[src/rtl/byteswap_control_s_axi_pkg.sv]
// byteswap_control_s_axi_pkg: register map, CTRL bit positions and FSM state types for the byteswap control slave
package byteswap_ctrl_pkg;
  localparam logic [5:0] ADDR_CTRL      = 6'h00;
  localparam logic [5:0] ADDR_GIE       = 6'h04;
  localparam logic [5:0] ADDR_IER       = 6'h08;
  localparam logic [5:0] ADDR_ISR       = 6'h0C;
  localparam logic [5:0] ADDR_XFER_SIZE = 6'h10;
  localparam logic [5:0] ADDR_GMEM_LO   = 6'h18;
  localparam logic [5:0] ADDR_GMEM_HI   = 6'h1C;
  localparam int CTRL_AP_START     = 0;
  localparam int CTRL_AP_DONE      = 1;
  localparam int CTRL_AP_IDLE      = 2;
  localparam int CTRL_AP_READY     = 3;
  localparam int CTRL_AUTO_RESTART = 7;
  typedef enum logic [1:0] {WRIDLE, WRDATA, WRRESP} wr_state_t;
  typedef enum logic {RDIDLE, RDDATA} rd_state_t;
  function automatic logic [3:0] word_of(input logic [5:0] a);
    return a[5:2];
  endfunction
  function automatic logic [31:0] apply_strb(input logic [31:0] old, input logic [31:0] data, input logic [3:0] strb);
    logic [31:0] r;
    for (int i = 0; i < 4; i++) r[8*i +: 8] = strb[i] ? data[8*i +: 8] : old[8*i +: 8];
    return r;
  endfunction
endpackage

[src/rtl/byteswap_control_s_axi_if.sv]
// byteswap_control_s_axi_if: AXI4-Lite control bus between host and the byteswap control slave
interface byteswap_control_s_axi_if #(
  parameter int ADDR_WIDTH = 6,
  parameter int DATA_WIDTH = 32
);
  logic                    awvalid;
  logic                    awready;
  logic [ADDR_WIDTH-1:0]   awaddr;
  logic                    wvalid;
  logic                    wready;
  logic [DATA_WIDTH-1:0]   wdata;
  logic [DATA_WIDTH/8-1:0] wstrb;
  logic                    bvalid;
  logic                    bready;
  logic [1:0]              bresp;
  logic                    arvalid;
  logic                    arready;
  logic [ADDR_WIDTH-1:0]   araddr;
  logic                    rvalid;
  logic                    rready;
  logic [DATA_WIDTH-1:0]   rdata;
  logic [1:0]              rresp;
  modport slave (
    input  awvalid, awaddr, wvalid, wdata, wstrb, bready, arvalid, araddr, rready,
    output awready, wready, bvalid, bresp, arready, rvalid, rdata, rresp
  );
  modport master (
    output awvalid, awaddr, wvalid, wdata, wstrb, bready, arvalid, araddr, rready,
    input  awready, wready, bvalid, bresp, arready, rvalid, rdata, rresp
  );
endinterface

[src/rtl/byteswap_control_s_axi.sv]
// byteswap_control_s_axi: AXI4-Lite register file driving ap_start and kernel arguments, collecting status and interrupt
module byteswap_control_s_axi
  import byteswap_ctrl_pkg::*;
#(
  parameter int C_S_AXI_ADDR_WIDTH   = 6,
  parameter int C_S_AXI_DATA_WIDTH   = 32,
  parameter int C_XFER_SIZE_WIDTH    = 32,
  parameter int C_M00_AXI_ADDR_WIDTH = 64
) (
  input  logic                            ap_clk,
  input  logic                            areset,
  byteswap_control_s_axi_if.slave         s_axi_control,
  output logic                            interrupt,
  output logic                            ap_start,
  input  logic                            ap_done,
  input  logic                            ap_idle,
  input  logic                            ap_ready,
  output logic [C_XFER_SIZE_WIDTH-1:0]    xfer_size_bytes,
  output logic [C_M00_AXI_ADDR_WIDTH-1:0] gmem_ptr
);
  wr_state_t wstate;
  rd_state_t rstate;
  logic [C_S_AXI_ADDR_WIDTH-1:2] waddr;
  logic [3:0] raddr;
  logic [31:0] wdata;
  logic [3:0] wstrb;
  logic wr_en, ar_hs;
  logic wr_ctrl, wr_gie, wr_ier, wr_isr, wr_xfer, wr_lo, wr_hi;
  logic done, auto_restart, gie;
  logic [1:0] ier, isr;
  logic [31:0] ctrl_rd;
  logic [C_S_AXI_DATA_WIDTH-1:0] rdata_next;
  assign s_axi_control.bresp = 2'b00;
  assign s_axi_control.rresp = 2'b00;
  assign wdata = s_axi_control.wdata;
  assign wstrb = s_axi_control.wstrb;
  assign raddr = s_axi_control.araddr[5:2];
  assign wr_en = s_axi_control.wvalid & s_axi_control.wready;
  assign ar_hs = s_axi_control.arvalid & s_axi_control.arready;
  assign wr_ctrl = wr_en && waddr == word_of(ADDR_CTRL) && wstrb[0];
  assign wr_gie  = wr_en && waddr == word_of(ADDR_GIE) && wstrb[0];
  assign wr_ier  = wr_en && waddr == word_of(ADDR_IER) && wstrb[0];
  assign wr_isr  = wr_en && waddr == word_of(ADDR_ISR) && wstrb[0];
  assign wr_xfer = wr_en && waddr == word_of(ADDR_XFER_SIZE);
  assign wr_lo   = wr_en && waddr == word_of(ADDR_GMEM_LO);
  assign wr_hi   = wr_en && waddr == word_of(ADDR_GMEM_HI);
  always_ff @(posedge ap_clk) begin
    if (areset) begin
      wstate <= WRIDLE;
      waddr <= '0;
      s_axi_control.awready <= 1'b0;
      s_axi_control.wready <= 1'b0;
      s_axi_control.bvalid <= 1'b0;
    end else begin
      case (wstate)
        WRIDLE: begin
          s_axi_control.awready <= 1'b1;
          if (s_axi_control.awvalid && s_axi_control.awready) begin
            waddr <= s_axi_control.awaddr[C_S_AXI_ADDR_WIDTH-1:2];
            s_axi_control.awready <= 1'b0;
            s_axi_control.wready <= 1'b1;
            wstate <= WRDATA;
          end
        end
        WRDATA: if (s_axi_control.wvalid) begin
          s_axi_control.wready <= 1'b0;
          s_axi_control.bvalid <= 1'b1;
          wstate <= WRRESP;
        end
        WRRESP: if (s_axi_control.bready) begin
          s_axi_control.bvalid <= 1'b0;
          s_axi_control.awready <= 1'b1;
          wstate <= WRIDLE;
        end
        default: wstate <= WRIDLE;
      endcase
    end
  end
  // done bypass: a done pulse coinciding with the clearing read is still reported
  always_comb begin
    ctrl_rd = '0;
    ctrl_rd[CTRL_AP_START] = ap_start;
    ctrl_rd[CTRL_AP_DONE] = done | ap_done;
    ctrl_rd[CTRL_AP_IDLE] = ap_idle;
    ctrl_rd[CTRL_AP_READY] = ap_ready;
    ctrl_rd[CTRL_AUTO_RESTART] = auto_restart;
    rdata_next = raddr == word_of(ADDR_CTRL)      ? ctrl_rd :
                 raddr == word_of(ADDR_GIE)       ? {31'b0, gie} :
                 raddr == word_of(ADDR_IER)       ? {30'b0, ier} :
                 raddr == word_of(ADDR_ISR)       ? {30'b0, isr} :
                 raddr == word_of(ADDR_XFER_SIZE) ? xfer_size_bytes :
                 raddr == word_of(ADDR_GMEM_LO)   ? gmem_ptr[31:0] :
                 raddr == word_of(ADDR_GMEM_HI)   ? gmem_ptr[63:32] : '0;
  end
  always_ff @(posedge ap_clk) begin
    if (areset) begin
      rstate <= RDIDLE;
      s_axi_control.arready <= 1'b0;
      s_axi_control.rvalid <= 1'b0;
      s_axi_control.rdata <= '0;
    end else begin
      case (rstate)
        RDIDLE: begin
          s_axi_control.arready <= 1'b1;
          if (ar_hs) begin
            s_axi_control.rdata <= rdata_next;
            s_axi_control.arready <= 1'b0;
            s_axi_control.rvalid <= 1'b1;
            rstate <= RDDATA;
          end
        end
        RDDATA: if (s_axi_control.rready) begin
          s_axi_control.rvalid <= 1'b0;
          s_axi_control.arready <= 1'b1;
          rstate <= RDIDLE;
        end
        default: rstate <= RDIDLE;
      endcase
    end
  end
  always_ff @(posedge ap_clk) begin
    if (areset) begin
      ap_start <= 1'b0;
      auto_restart <= 1'b0;
      done <= 1'b0;
      gie <= 1'b0;
      ier <= 2'b00;
      isr <= 2'b00;
      interrupt <= 1'b0;
      xfer_size_bytes <= '0;
      gmem_ptr <= '0;
    end else begin
      if (wr_ctrl && wdata[CTRL_AP_START]) ap_start <= 1'b1;
      else if (ap_ready && !auto_restart) ap_start <= 1'b0;
      if (wr_ctrl) auto_restart <= wdata[CTRL_AUTO_RESTART];
      if (ap_done) done <= 1'b1;
      else if (ar_hs && raddr == word_of(ADDR_CTRL)) done <= 1'b0;
      if (wr_gie) gie <= wdata[0];
      if (wr_ier) ier <= wdata[1:0];
      isr[0] <= (ap_done & ier[0]) | (isr[0] ^ (wr_isr & wdata[0]));
      isr[1] <= (ap_ready & ier[1]) | (isr[1] ^ (wr_isr & wdata[1]));
      interrupt <= gie & (isr[0] | isr[1]);
      if (wr_xfer) xfer_size_bytes <= apply_strb(xfer_size_bytes, wdata, wstrb);
      if (wr_lo) gmem_ptr[31:0] <= apply_strb(gmem_ptr[31:0], wdata, wstrb);
      if (wr_hi) gmem_ptr[63:32] <= apply_strb(gmem_ptr[63:32], wdata, wstrb);
    end
  end
endmodule
[src/flat_wrapper.sv]
// flat-port wrapper written by rule: the top's interface ports become plain ports
module byteswap_control_s_axi_flat import byteswap_ctrl_pkg::*;
#(
  parameter int C_S_AXI_ADDR_WIDTH   = 6,
  parameter int C_S_AXI_DATA_WIDTH   = 32,
  parameter int C_XFER_SIZE_WIDTH    = 32,
  parameter int C_M00_AXI_ADDR_WIDTH = 64
)
  (ap_clk, areset, interrupt, ap_start, ap_done, ap_idle, ap_ready, xfer_size_bytes, gmem_ptr, s_axi_control_awvalid, s_axi_control_awaddr, s_axi_control_wvalid, s_axi_control_wdata, s_axi_control_wstrb, s_axi_control_bready, s_axi_control_arvalid, s_axi_control_araddr, s_axi_control_rready, s_axi_control_awready, s_axi_control_wready, s_axi_control_bvalid, s_axi_control_bresp, s_axi_control_arready, s_axi_control_rvalid, s_axi_control_rdata, s_axi_control_rresp);
  byteswap_control_s_axi_if s_axi_control_i ();
  input  logic ap_clk;
  input  logic areset;
  output logic interrupt;
  output logic ap_start;
  input  logic ap_done;
  input  logic ap_idle;
  input  logic ap_ready;
  output logic [C_XFER_SIZE_WIDTH-1:0] xfer_size_bytes;
  output logic [C_M00_AXI_ADDR_WIDTH-1:0] gmem_ptr;
  input wire logic [$bits(s_axi_control_i.awvalid)-1:0] s_axi_control_awvalid;
  input wire logic [$bits(s_axi_control_i.awaddr)-1:0] s_axi_control_awaddr;
  input wire logic [$bits(s_axi_control_i.wvalid)-1:0] s_axi_control_wvalid;
  input wire logic [$bits(s_axi_control_i.wdata)-1:0] s_axi_control_wdata;
  input wire logic [$bits(s_axi_control_i.wstrb)-1:0] s_axi_control_wstrb;
  input wire logic [$bits(s_axi_control_i.bready)-1:0] s_axi_control_bready;
  input wire logic [$bits(s_axi_control_i.arvalid)-1:0] s_axi_control_arvalid;
  input wire logic [$bits(s_axi_control_i.araddr)-1:0] s_axi_control_araddr;
  input wire logic [$bits(s_axi_control_i.rready)-1:0] s_axi_control_rready;
  output wire logic [$bits(s_axi_control_i.awready)-1:0] s_axi_control_awready;
  output wire logic [$bits(s_axi_control_i.wready)-1:0] s_axi_control_wready;
  output wire logic [$bits(s_axi_control_i.bvalid)-1:0] s_axi_control_bvalid;
  output wire logic [$bits(s_axi_control_i.bresp)-1:0] s_axi_control_bresp;
  output wire logic [$bits(s_axi_control_i.arready)-1:0] s_axi_control_arready;
  output wire logic [$bits(s_axi_control_i.rvalid)-1:0] s_axi_control_rvalid;
  output wire logic [$bits(s_axi_control_i.rdata)-1:0] s_axi_control_rdata;
  output wire logic [$bits(s_axi_control_i.rresp)-1:0] s_axi_control_rresp;
  assign s_axi_control_i.awvalid = s_axi_control_awvalid;
  assign s_axi_control_i.awaddr = s_axi_control_awaddr;
  assign s_axi_control_i.wvalid = s_axi_control_wvalid;
  assign s_axi_control_i.wdata = s_axi_control_wdata;
  assign s_axi_control_i.wstrb = s_axi_control_wstrb;
  assign s_axi_control_i.bready = s_axi_control_bready;
  assign s_axi_control_i.arvalid = s_axi_control_arvalid;
  assign s_axi_control_i.araddr = s_axi_control_araddr;
  assign s_axi_control_i.rready = s_axi_control_rready;
  assign s_axi_control_awready = s_axi_control_i.awready;
  assign s_axi_control_wready = s_axi_control_i.wready;
  assign s_axi_control_bvalid = s_axi_control_i.bvalid;
  assign s_axi_control_bresp = s_axi_control_i.bresp;
  assign s_axi_control_arready = s_axi_control_i.arready;
  assign s_axi_control_rvalid = s_axi_control_i.rvalid;
  assign s_axi_control_rdata = s_axi_control_i.rdata;
  assign s_axi_control_rresp = s_axi_control_i.rresp;
  byteswap_control_s_axi #(.C_S_AXI_ADDR_WIDTH(C_S_AXI_ADDR_WIDTH), .C_S_AXI_DATA_WIDTH(C_S_AXI_DATA_WIDTH), .C_XFER_SIZE_WIDTH(C_XFER_SIZE_WIDTH), .C_M00_AXI_ADDR_WIDTH(C_M00_AXI_ADDR_WIDTH)) u_core (.ap_clk(ap_clk), .areset(areset), .s_axi_control(s_axi_control_i), .interrupt(interrupt), .ap_start(ap_start), .ap_done(ap_done), .ap_idle(ap_idle), .ap_ready(ap_ready), .xfer_size_bytes(xfer_size_bytes), .gmem_ptr(gmem_ptr));
endmodule
[config.mk]
export PLATFORM = sky130hd
export DESIGN_NAME = byteswap_control_s_axi_flat
export DESIGN_NICKNAME = d
export VERILOG_FILES = /design/src/rtl/byteswap_control_s_axi_pkg.sv /design/src/rtl/byteswap_control_s_axi_if.sv /design/src/rtl/byteswap_control_s_axi.sv /design/src/flat_wrapper.sv
export SDC_FILE = /design/constraint.sdc
export NUM_CORES = 1
export LEC_CHECK = 0
export BUFFER_PORTS_ARGS = -buffer_cell sky130_fd_sc_hd__buf_2
export CAP_MARGIN = 0
export CORE_MARGIN = 4
export CORE_UTILIZATION = 52
export CTS_CLUSTER_DIAMETER = 50
export DETAILED_ROUTE_END_ITERATION = 6
export HOLD_SLACK_MARGIN = 0.15
export PLACE_DENSITY = 0.8
export SLEW_MARGIN = 30
export SYNTH_ARGS = -nofsm -noshare
export SYNTH_HDL_FRONTEND = slang
export SYNTH_SLANG_ARGS = --single-unit
[constraint.sdc]
create_clock -name ap_clk -period 1.58 [get_ports ap_clk]
set_input_delay 0 -clock ap_clk [delete_from_list [all_inputs] [get_ports ap_clk]]
set_output_delay 0 -clock ap_clk [all_outputs]
set_load 0.05 [all_outputs]
# Yosys cells after proc, flatten, opt, wreduce, memory -nomap -nowiden
# Index checks and enable logic that the tools add are counted.
totals:
  regBits: 149
  output_inout_bits: 139
  elab_cells: 137
  in_bits: 58
classes:
  reduce_logical: 43
  bitwise: 14
  eq_ne: 19
  n_mux: 33
ops:
  columns: ["op", "count"]
  rows:
  - ["2-to-1 mux 32 bit", 7]
  - ["AND reduction 2 bit", 16]
  - ["== test 4 x 3 -> 1 bit, second input constant", 6]
  - ["== test 4 x 2 -> 1 bit, second input constant", 4]
  - ["2-to-1 mux 1 bit", 16]
  - ["logical AND 1 bit", 15]
  - ["case mux 1 bit (2 select lines)", 6]
  - ["nonzero test 2 bit", 5]
  - ["AND reduction 3 bit", 3]
  - ["== test 4 x 1 -> 1 bit, second input constant", 2]
  - ["logical NOT 4 bit", 2]
  - ["AND 1 bit", 7]
  - ["2-to-1 mux 2 bit", 3]
  - ["!= test 2 bit, second input constant", 3]
  - ["case mux 2 bit (3 select lines)", 1]
  - ["!= test 2 x 1 -> 1 bit, second input constant", 2]
  - ["OR 1 bit", 4]
  - ["== test 2 x 1 -> 1 bit, second input constant", 1]
  - ["== test 2 bit, second input constant", 1]
  - ["logical NOT 2 bit", 1]
  - ["bitwise XOR 1 bit", 2]
  - ["logical NOT 1 bit", 1]
  - ["inverter 1 bit", 1]

# Logic depth before layout (Yosys ltp)
# Gate-level depths: netlist (run 1).
depth:
  depth_word: 8
  depth_mapped: 6
  mapped_depth_nobuf: 4

# Least setup slack after synthesis (run 1)
# No wires, ideal clock.
synth_timing:
  path_type: "flip-flop to flip-flop"
  start: "register u_core.s_axi_control.wready"
  end: "register u_core.gmem_ptr[40]"
  stages_incl_launch_ff: 6
  synth_period_minus_slack_ps: 1729
  n_path_buf: 1
  setup_ps: 128
  t_required_ps: 1452
  slack_ps: -149
  arrival_ps: 1602
  path_cell_list: "dfxtp_1 and4b_4 buf_12 nand4_4 mux2i_1 nor2_1"
synth_via:
  elab_chain_len: 3
synth_lines:
  columns: ["element", "line", "rtl"]
  rows:
  - ["start: declaration", "byteswap_control_s_axi_if.sv:25", "output awready, wready, bvalid, bresp, arready, rvalid, rdata, rresp"]
  - ["start signal: assignment", "byteswap_control_s_axi.sv:52", "s_axi_control.wready <= 1'b0;"]
  - ["start signal: assignment", "byteswap_control_s_axi.sv:61", "s_axi_control.wready <= 1'b1;"]
  - ["start signal: assignment", "byteswap_control_s_axi.sv:66", "s_axi_control.wready <= 1'b0;"]
  - ["AND 1 bit", "byteswap_control_s_axi.sv:38", "assign wr_en = s_axi_control.wvalid & s_axi_control.wready;"]
  - ["logical AND 1 bit", "byteswap_control_s_axi.sv:46", "assign wr_hi = wr_en && waddr == word_of(ADDR_GMEM_HI);"]
  - ["AND reduction 2 bit (no line)", null, null]
  - ["end signal: assignment", "byteswap_control_s_axi.sv:145", "if (wr_hi) gmem_ptr[63:32] <= apply_strb(gmem_ptr[63:32], wdata, wstrb);"]
  - ["end: declaration", "byteswap_control_s_axi.sv:19", "output logic [C_M00_AXI_ADDR_WIDTH-1:0] gmem_ptr"]
# No other way between the ends.
# A chain may end at the register's enable or synchronous reset.

# Final worst setup path (run 1)
layout_timing:
  start: "register u_core.waddr[5] (netlist name)"
  end: "register u_core.gmem_ptr[4]"
layout_via:
  elab_chain_len: 3
layout_lines:
  columns: ["element", "line", "rtl"]
  rows:
  - ["start: declaration", "byteswap_control_s_axi.sv:23", "logic [C_S_AXI_ADDR_WIDTH-1:2] waddr;"]
  - ["start signal: assignment", "byteswap_control_s_axi.sv:59", "waddr <= s_axi_control.awaddr[C_S_AXI_ADDR_WIDTH-1:2];"]
  - ["== test 4 x 3 -> 1 bit", "byteswap_control_s_axi.sv:45", "assign wr_lo = wr_en && waddr == word_of(ADDR_GMEM_LO);"]
  - ["logical AND 1 bit", "byteswap_control_s_axi.sv:45", null]
  - ["AND reduction 2 bit (no line)", null, null]
  - ["end signal: assignment", "byteswap_control_s_axi.sv:144", "if (wr_lo) gmem_ptr[31:0] <= apply_strb(gmem_ptr[31:0], wdata, wstrb);"]
# No other way between the ends.

==> results of run 1 <==
-- metrics by stage --
step	cell area (um2)	setup WS [ns]	utilization	std cells
final	9105	0.04790	0.7186	1137
after global routing	9102	-0.03431	0.7184	1136
after CTS	9072	0.004942	0.7160	1135
after detailed placement	7888	0.01304	0.6225	1048
after global placement	7888	0.04747	0.6225	1048
after floorplan	6753	0.06937	-	713
-- state kept, by name, summed over array words and instances (netlist names), 2 cells and up --
register                    count
u_core.gmem_ptr                64
u_core.s_axi_control.rdata     32
u_core.xfer_size_bytes         32
u_core.waddr                    4
u_core.ier                      2
u_core.isr                      2
u_core.wstate                   2
-- worst reg2reg max path, stage by stage (launching register included) --
cell and delay [ns]:
dfxtp_1 0.31, buf_4 0.13, and4b_1 0.29, nand3_2 0.30
mux2i_1 0.32, nor2_1 0.06
-- area by class of cell --
cell class                      instances  area share
Multi-Input combinational cell        480      0.3688
Sequential cell                       149      0.3279
Timing Repair Buffer                  274      0.1984
Clock buffer                           22     0.05208
Tap cell                              172     0.02364
Clock inverter                          9     0.01649
Inverter                               30     0.01237
Antenna cell                            1   0.0002748
-- routing by layer --
layer	global-route usage	wire [um]
met1	0.3437	8138
met2	0.4416	9488
met3	0.06639	1539
met4	0.09174	317
met5	0	0
-- synthesized netlist by cell type, drive strengths merged --
master	count
nor3b	6
a22oi	3
nand2b	1
nand4	4
nand2	35
dfxtp	149
nor4	2
or2	1
nor4b	3
and3	27
and4b	2
mux2i	108
nand3	13
nand3b	4
o31ai	1
clkbuf	28
or3	1
a211oi	5
o21a	1
mux4	1
o21ai	35
a21oi	38
xnor2	2
inv	30
a311oi	1
nor2	147
a221oi	27
conb	1
nor3	1
buf	26
nand4b	1
nor4bb	1
nor2b	3
a31oi	2
-- repair_timing --
| item | in CTS | in global routing |
|---|---|---|
| endpoints found under the hold margin | 126 | 0 |
| setup buffers | 0 | 1 |
| setup endpoints to repair | 0 | 38 |
| gates resized for setup | 0 | 2 |
| hold buffers | 56 | 0 |
-- where the power goes --
part | switching, mW | internal (mW)
Clock | 1.54 | 2.75
Combinational | 0.525 | 0.334
Sequential | 0.0279 | 3.80
-- path summary, 6_finish.rpt --
path                                                      end                                        start  cells after the start
setup reg to reg              u_core.gmem_ptr[4]$_SDFFE_PP0P_                 u_core.waddr[5]$_SDFFE_PP0P_                      5
setup / recovery              u_core.gmem_ptr[4]$_SDFFE_PP0P_                 u_core.waddr[5]$_SDFFE_PP0P_                      5
hold / removal    u_core.s_axi_control.rdata[23]$_SDFFE_PP0P_                      s_axi_control_araddr[5]                      5
hold reg to reg   u_core.s_axi_control.rdata[28]$_SDFFE_PP0P_  u_core.s_axi_control.rdata[28]$_SDFFE_PP0P_                      2
-- cells by family (layout without fill, tap and decap cells) --
group / after synthesis / after routing / synth area share
and+or+nand+nor: 252 / 252 / 0.2007
DFF: 149 / 149 / 0.4426
AOI/OAI and AO/OA: 113 / 113 / 0.1268
muxes: 109 / 109 / 0.1638
buffers and inverters: 84 / 335 / 0.06294
xor gates and xnor gates: 2 / 2 / 0.002600
other: 1 / 5 / 0.0005565
-- cell usage in the layout, fill, tap and decap left out, types with 2 or more instances in the layout --
cell           instances
clkbuf_8               3
a21oi_1               38
o21ai_1               25
and3_1                27
buf_12                 6
a221oi_1               2
a22oi_1                3
a211oi_1               5
conb_1                 4
o21ai_0               10
bufinv_16              4
clkbuf_16             17
nor3b_1                4
a31oi_1                2
nand4_4                3
dlygate4sd3_1         56
mux2i_1              107
buf_4                 26
clkbuf_1               2
clkinv_2               3
a221oi_2              25
inv_1                 30
nand2_1               35
clkinvlp_4             2
dfxtp_2                2
nand3_4                7
nand3_1                5
buf_2                186
nand3b_1               3
dfxtp_1              147
nor2_1               146
xnor2_1                2
nor4b_2                3
nor2b_1                2
==> reports/results.tsv, run 1 <==
stage	metric	value	unit
power	total_power	8.973	mW
drt	via_per_inst	5.399	
timing	slew-limit-headroom	0.6686	
timing	period_minus_slack	1.532	ns
drt	ant_nets	0	
clock_network	cts_max_level	4	
clock_network	cts-root-buf	clkbuf_16	
synthesis	ys_warn_count	0	
timing	worst_slew_pin_slew	0.4953	ns
synthesis	synth.avg_cell_area	9.491	um2
grt	grt_pass1_vias	6123	
synthesis	yosys.area.top_type_share	0.4426	
floorplanning	fp-row-count	41	
timing	fin_crit_sh	0.9697	
timing	fin_hold_ws	0.1724	ns
clock_network	clockBufferDepth	2	
timing	fmax	0.6527	GHz
drt	vias	6139	
power	ir_drop	0.8625	mV
synthesis	synth_cells	710	
synthesis	ys_seq_elements	149	
finish	multiInputGateArea	0.003358	mm2
synthesis	yosysUniqueCellTypes	50	
worst_setup_path	end_kind	register	
floorplanning	boundaryPins	197	
outcome	status	complete, no violations	
floorplanning	fp.dieH	121.8	um
floorplanning	dieArea	0.01485	mm2
clock_network	clk_pin_slew	0.06	ns
worst_setup_path	critical-path-max-stage-delay	0.31	ns
worst_setup_path	critical_path.max_fanout	8	
worst_setup_path	critPathKind	reg -> reg	
worst_setup_path	crit_family	simple AND/OR/NAND/NOR gates	
placed_design	hpwl	12310	um
synthesis	yosys-top-cells-area	dfxtp_1, mux2i_1, nor2_1	
drt	drt_pass1_iterations	5	
timing	skew	0.008829	ns
finish	nFillCells	957	
drt	post_drt_wl_per_cell	17.14	um
run	cap_violations	0	
synthesis	netlist_area	0.006739	mm2
worst_setup_path	worstPathArrival	1.82	ns
finish	seq_area	0.002985	mm2
timing	rsz0062_at_grt	true	
finish	num-nets-final	1010	
synthesis	synth_seq_area_share	0.4426	
grt	grt_max_degree	55	
clock_network	cts-buffers-inserted	17	
worst_setup_path	worst-path-buf-inv	1	
worst_setup_path	worstPathCellList	buf_4, and4b_1, nand3_2, mux2i_1, nor2_1	
drt	drt_iter0_drc	451	
timing	hold_viol_final	0	
timing	tns	0	ns
floorplanning	coreArea	0.01267	mm2
clock_network	numClockSinks	149	
worst_setup_path	worstPathRequired	1.87	ns
timing	final_max_slew_viol_count	0	
finish	synthToLayoutAreaGrowth	35.11	%
finish	drive_gt1_frac	0.3112	
timing	setup_violations	0	
clock_network	cts_tree	yes	
grt	grt_pass1_wl	31640	um
power	cellLeakagePower	4.633	nW
worst_setup_path	start_kind	register	
placed_design	gp_congestion	0.7764	
worst_setup_path	setup.reg_to_reg.worst_slack	0.05	ns
grt	grt_usage	0.2679	
synthesis	yosys.area.top_type	dfxtp_1	
drt	routed_wl	19480	um
worst_setup_path	cp_slowest_cell	dfxtp_1	
placed_design	portBuffers	188	
hold_path	hp-class	in -> reg	
floorplanning	dieWidth	121.8	um
clock_network	clock_latency	0.42	ns
drt	drc_errors	0	
grt	antenna_found_initial	0	
grt	grt_remaining_overflow	0	
power	pwr_density_cell	985.6	mW/mm2
floorplanning	initial_core_util	0.5318	
Power figures use the tool's default switching activity.
==> inputs of run 2 (changes only) <==
==> constraint.sdc (replaced) <==
create_clock -name ap_clk -period 1.58 [get_ports ap_clk]
set_input_delay 0.316 -clock ap_clk [delete_from_list [all_inputs] [get_ports ap_clk]]
set_output_delay 0.316 -clock ap_clk [all_outputs]
set_load 0.05 [all_outputs]
==> run 2 against run 1 <==
Worst hold slack lost 0.015 ns. First-iteration DRC count decreased by 33%. Flip-flop and latch count is the same. Power shrank 7.0%. Largest cell class unchanged.
==> reports/results.tsv, run 2 (same netlist as run 1, synthesis figures left out) <==
stage	metric	value	unit	change
outcome	status	complete, no violations		
placed_design	portBuffers	188		unchanged
clock_network	cts_max_level	4		unchanged
worst_setup_path	crit_family	simple AND/OR/NAND/NOR gates		
timing	layout_setup_ws	0.05769	ns	+0.009797 ns
worst_setup_path	critical_path.max_fanout	8		unchanged
finish	synthToLayoutAreaGrowth	27.59	%	
power	total_power	8.344	mW	-7.0%
timing	final_max_slew_viol_count	0		unchanged
hold_path	hold_depth	3		-2
placed_design	place_ws	-0.07564	ns	-0.08868 ns
run	cap_violations	0		unchanged
power	pwr_density_cell	970.4	mW/mm2	-1.5%
floorplanning	fp.dieH	121.8	um	unchanged
finish	diodes	0		-1
floorplanning	boundaryPins	197		unchanged
worst_setup_path	setup.reg_to_reg.worst_slack	0.06	ns	about the same
finish	nFillCells	1038		+8.5%
drt	vias	5816		-5.3%
clock_network	numClockSinks	149		unchanged
power	cellLeakagePower	4.431	nW	-4.3%
worst_setup_path	critPathKind	reg -> reg		
worst_setup_path	worstPathCellList	and4b_4, buf_12, nand3_4, mux2i_1, nor2_1		
hold_path	worstHoldStart	s_axi_control_awaddr[3]		
worst_setup_path	critical-path-max-stage-delay	0.48	ns	+0.17 ns
grt	met2_usage	0.3860		-0.05559
drt	routed_wl	17700	um	-9.1%
worst_setup_path	r2r-end	u_core.gmem_ptr[11]$_SDFFE_PP0P_		
drt	drt_iter0_drc	300		-33%
drt	via_per_inst	5.341		-1.1%
drt	drt_pass1_iterations	5		unchanged
finish	num-nets-final	965		-4.5%
finish	drive_gt1_frac	0.3261		+0.01486
timing	skew	0.007559	ns	-0.001270 ns
power	ir_drop	0.6410	mV	-26%
finish	max_flop_register	u_core.gmem_ptr		
drt	drc_errors	0		unchanged
clock_network	clock_latency	0.42	ns	about the same
grt	grtUsageMet1	0.2992		-0.04456
clock_network	cts-buffers-inserted	17		unchanged
grt	antenna_found_initial	2		+2
grt	grt_pass1_wl	28230	um	-11%
grt	grt_max_degree	64		+16%
clock_network	cts_tree	yes		
clock_network	cts-root-buf	clkbuf_16		
clock_network	clockBufferDepth	2		unchanged
floorplanning	dieArea	0.01485	mm2	unchanged
clock_network	clk_pin_slew	0.05	ns	about the same
worst_setup_path	worstPathRequired	1.87	ns	about the same
worst_setup_path	r2r_start	u_core.waddr[5]$_SDFFE_PP0P_		
worst_setup_path	worst-path-buf-inv	1		unchanged
worst_setup_path	worstPathArrival	1.82	ns	about the same
finish	stdcell_count	1089		-4.2%
grt	grt_pass1_vias	5605		-8.5%
timing	setup_violations	0		unchanged
worst_setup_path	start_kind	register		
timing	hold_viol_final	0		unchanged
timing	tns	0	ns	unchanged
placed_design	dpl.cell_count	1052		+0.38%
finish	reg.largest.list	u_core.gmem_ptr: 64 flops, u_core.s_axi_control.rdata: 32 flops, u_core.xfer_size_bytes: 32 flops		
floorplanning	initial_core_util	0.5318		unchanged
timing	rsz0062_at_grt	true		
finish	final_cell_mix	buf_2, dfxtp_1, nor2_1, mux2i_1, a21oi_1		
hold_path	hold-path-endpoint	u_core.waddr[3]$_SDFFE_PP0P_		
floorplanning	coreArea	0.01267	mm2	unchanged
hold_path	hp-class	in -> reg		
placed_design	gp_congestion	0.7800		+0.46%
timing	fin_hold_ws	0.1578	ns	-0.01460 ns
timing	fmax	0.6569	GHz	+0.64%
timing	fin_crit_sh	0.9635		-0.006201
grt	grt_remaining_overflow	0		unchanged
placed_design	hpwl	12290	um	-0.19%
finish	final_common_cell	buf_2		
worst_setup_path	end_kind	register		
finish	largest_register_ffs	64		unchanged
drt	ant_nets	0		unchanged
floorplanning	dieWidth	121.8	um	unchanged
grt	grt_usage	0.2387		-0.02927
grt	grtUsageMet3	0.08032		+0.01393
timing	period_minus_slack	1.522	ns	-0.009797 ns
drt	post_drt_wl_per_cell	16.26	um	-5.1%
grt	top_usage_layer	met2		
floorplanning	fp-row-count	41		unchanged
worst_setup_path	cp_slowest_cell	and4b_4		
worst_setup_path	rr_worst_depth	5		unchanged
-- run 2: changes by cell type in the layout (fill, tap and decap cells not counted), moves of 2 or more --
| cell | delta |
|---|---|
| buf_12 | +3 |
| bufinv_16 | -3 |
| clkbuf_1 | +2 |
| dlygate4sd3_1 | -50 |
-- run 2: worst max-delay path by stage --
stage | slack (ns) | from | cells past startpoint | end
2_1_floorplan | 0.07 | u_core.s_axi_control.wready$_SDFFE_PP0P_ | 5 | u_core.gmem_ptr[40]$_SDFFE_PP0P_
6_report | 0.06 | u_core.waddr[5]$_SDFFE_PP0P_ | 5 | u_core.gmem_ptr[11]$_SDFFE_PP0P_
3_3_place_gp | -0.02 | s_axi_control_wvalid | 6 | u_core.gmem_ptr[17]$_SDFFE_PP0P_
3_5_place_dp | -0.08 | s_axi_control_wvalid | 6 | u_core.gmem_ptr[18]$_SDFFE_PP0P_
5_1_grt | -0.02 | u_core.waddr[5]$_SDFFE_PP0P_ | 5 | u_core.xfer_size_bytes[8]$_SDFFE_PP0P_
4_1_cts | 0.04 | u_core.waddr[5]$_SDFFE_PP0P_ | 5 | u_core.gmem_ptr[18]$_SDFFE_PP0P_
-- run 2: report_power, final --
part | internal (mW) | switching, mW | leakage (nW)
registers | 3.80 | 0.0293 | 1.20
clock network | 2.30 | 1.45 | 0.265
logic | 0.268 | 0.500 | 2.96
-- run 2: what timing repair did --
item,4_1_cts,5_1_grt
endpoints found under the hold margin,9,0
setup buffers,2,0
resized for setup,0,2
endpoints found under the setup margin,9,13
hold buffers,6,0
gates cloned,0,0
-- run 2: cell type report --
class / instances / area [um2] / area share
well taps: 172 / 215.2 / 0.02503
clock inverters: 4 / 47.55 / 0.005530
multi-input cells: 480 / 3357 / 0.3904
inverters: 30 / 112.6 / 0.01310
clock buffers: 25 / 495.5 / 0.05763
flip-flops and latches: 149 / 2985 / 0.3472
repair buffers: 229 / 1385 / 0.1611
-- run 2: stage by stage --
stage | area (um2) | utilization
final | 8598 | 0.6786
after global routing | 8598 | 0.6786
after CTS | 8586 | 0.6776
after detailed placement | 7955 | 0.6278
after global placement | 7955 | 0.6278
after floorplan | 6753 | -
-- run 2: per-layer routing --
| layer | up-vias | wire, um |
|---|---|---|
| met5 | - | 25 |
| met4 | 4 | 192 |
| met3 | 23 | 1577 |
| met2 | 189 | 8341 |
| met1 | 2753 | 7565 |
| li1 | 2847 | - |
-- run 2: worst register-to-register path, stage by stage, from the launching register on --
cell and delay, ns:
dfxtp_1 0.31, and4b_4 0.48, buf_12 0.16, nand3_4 0.18, mux2i_1 0.21, nor2_1 0.05
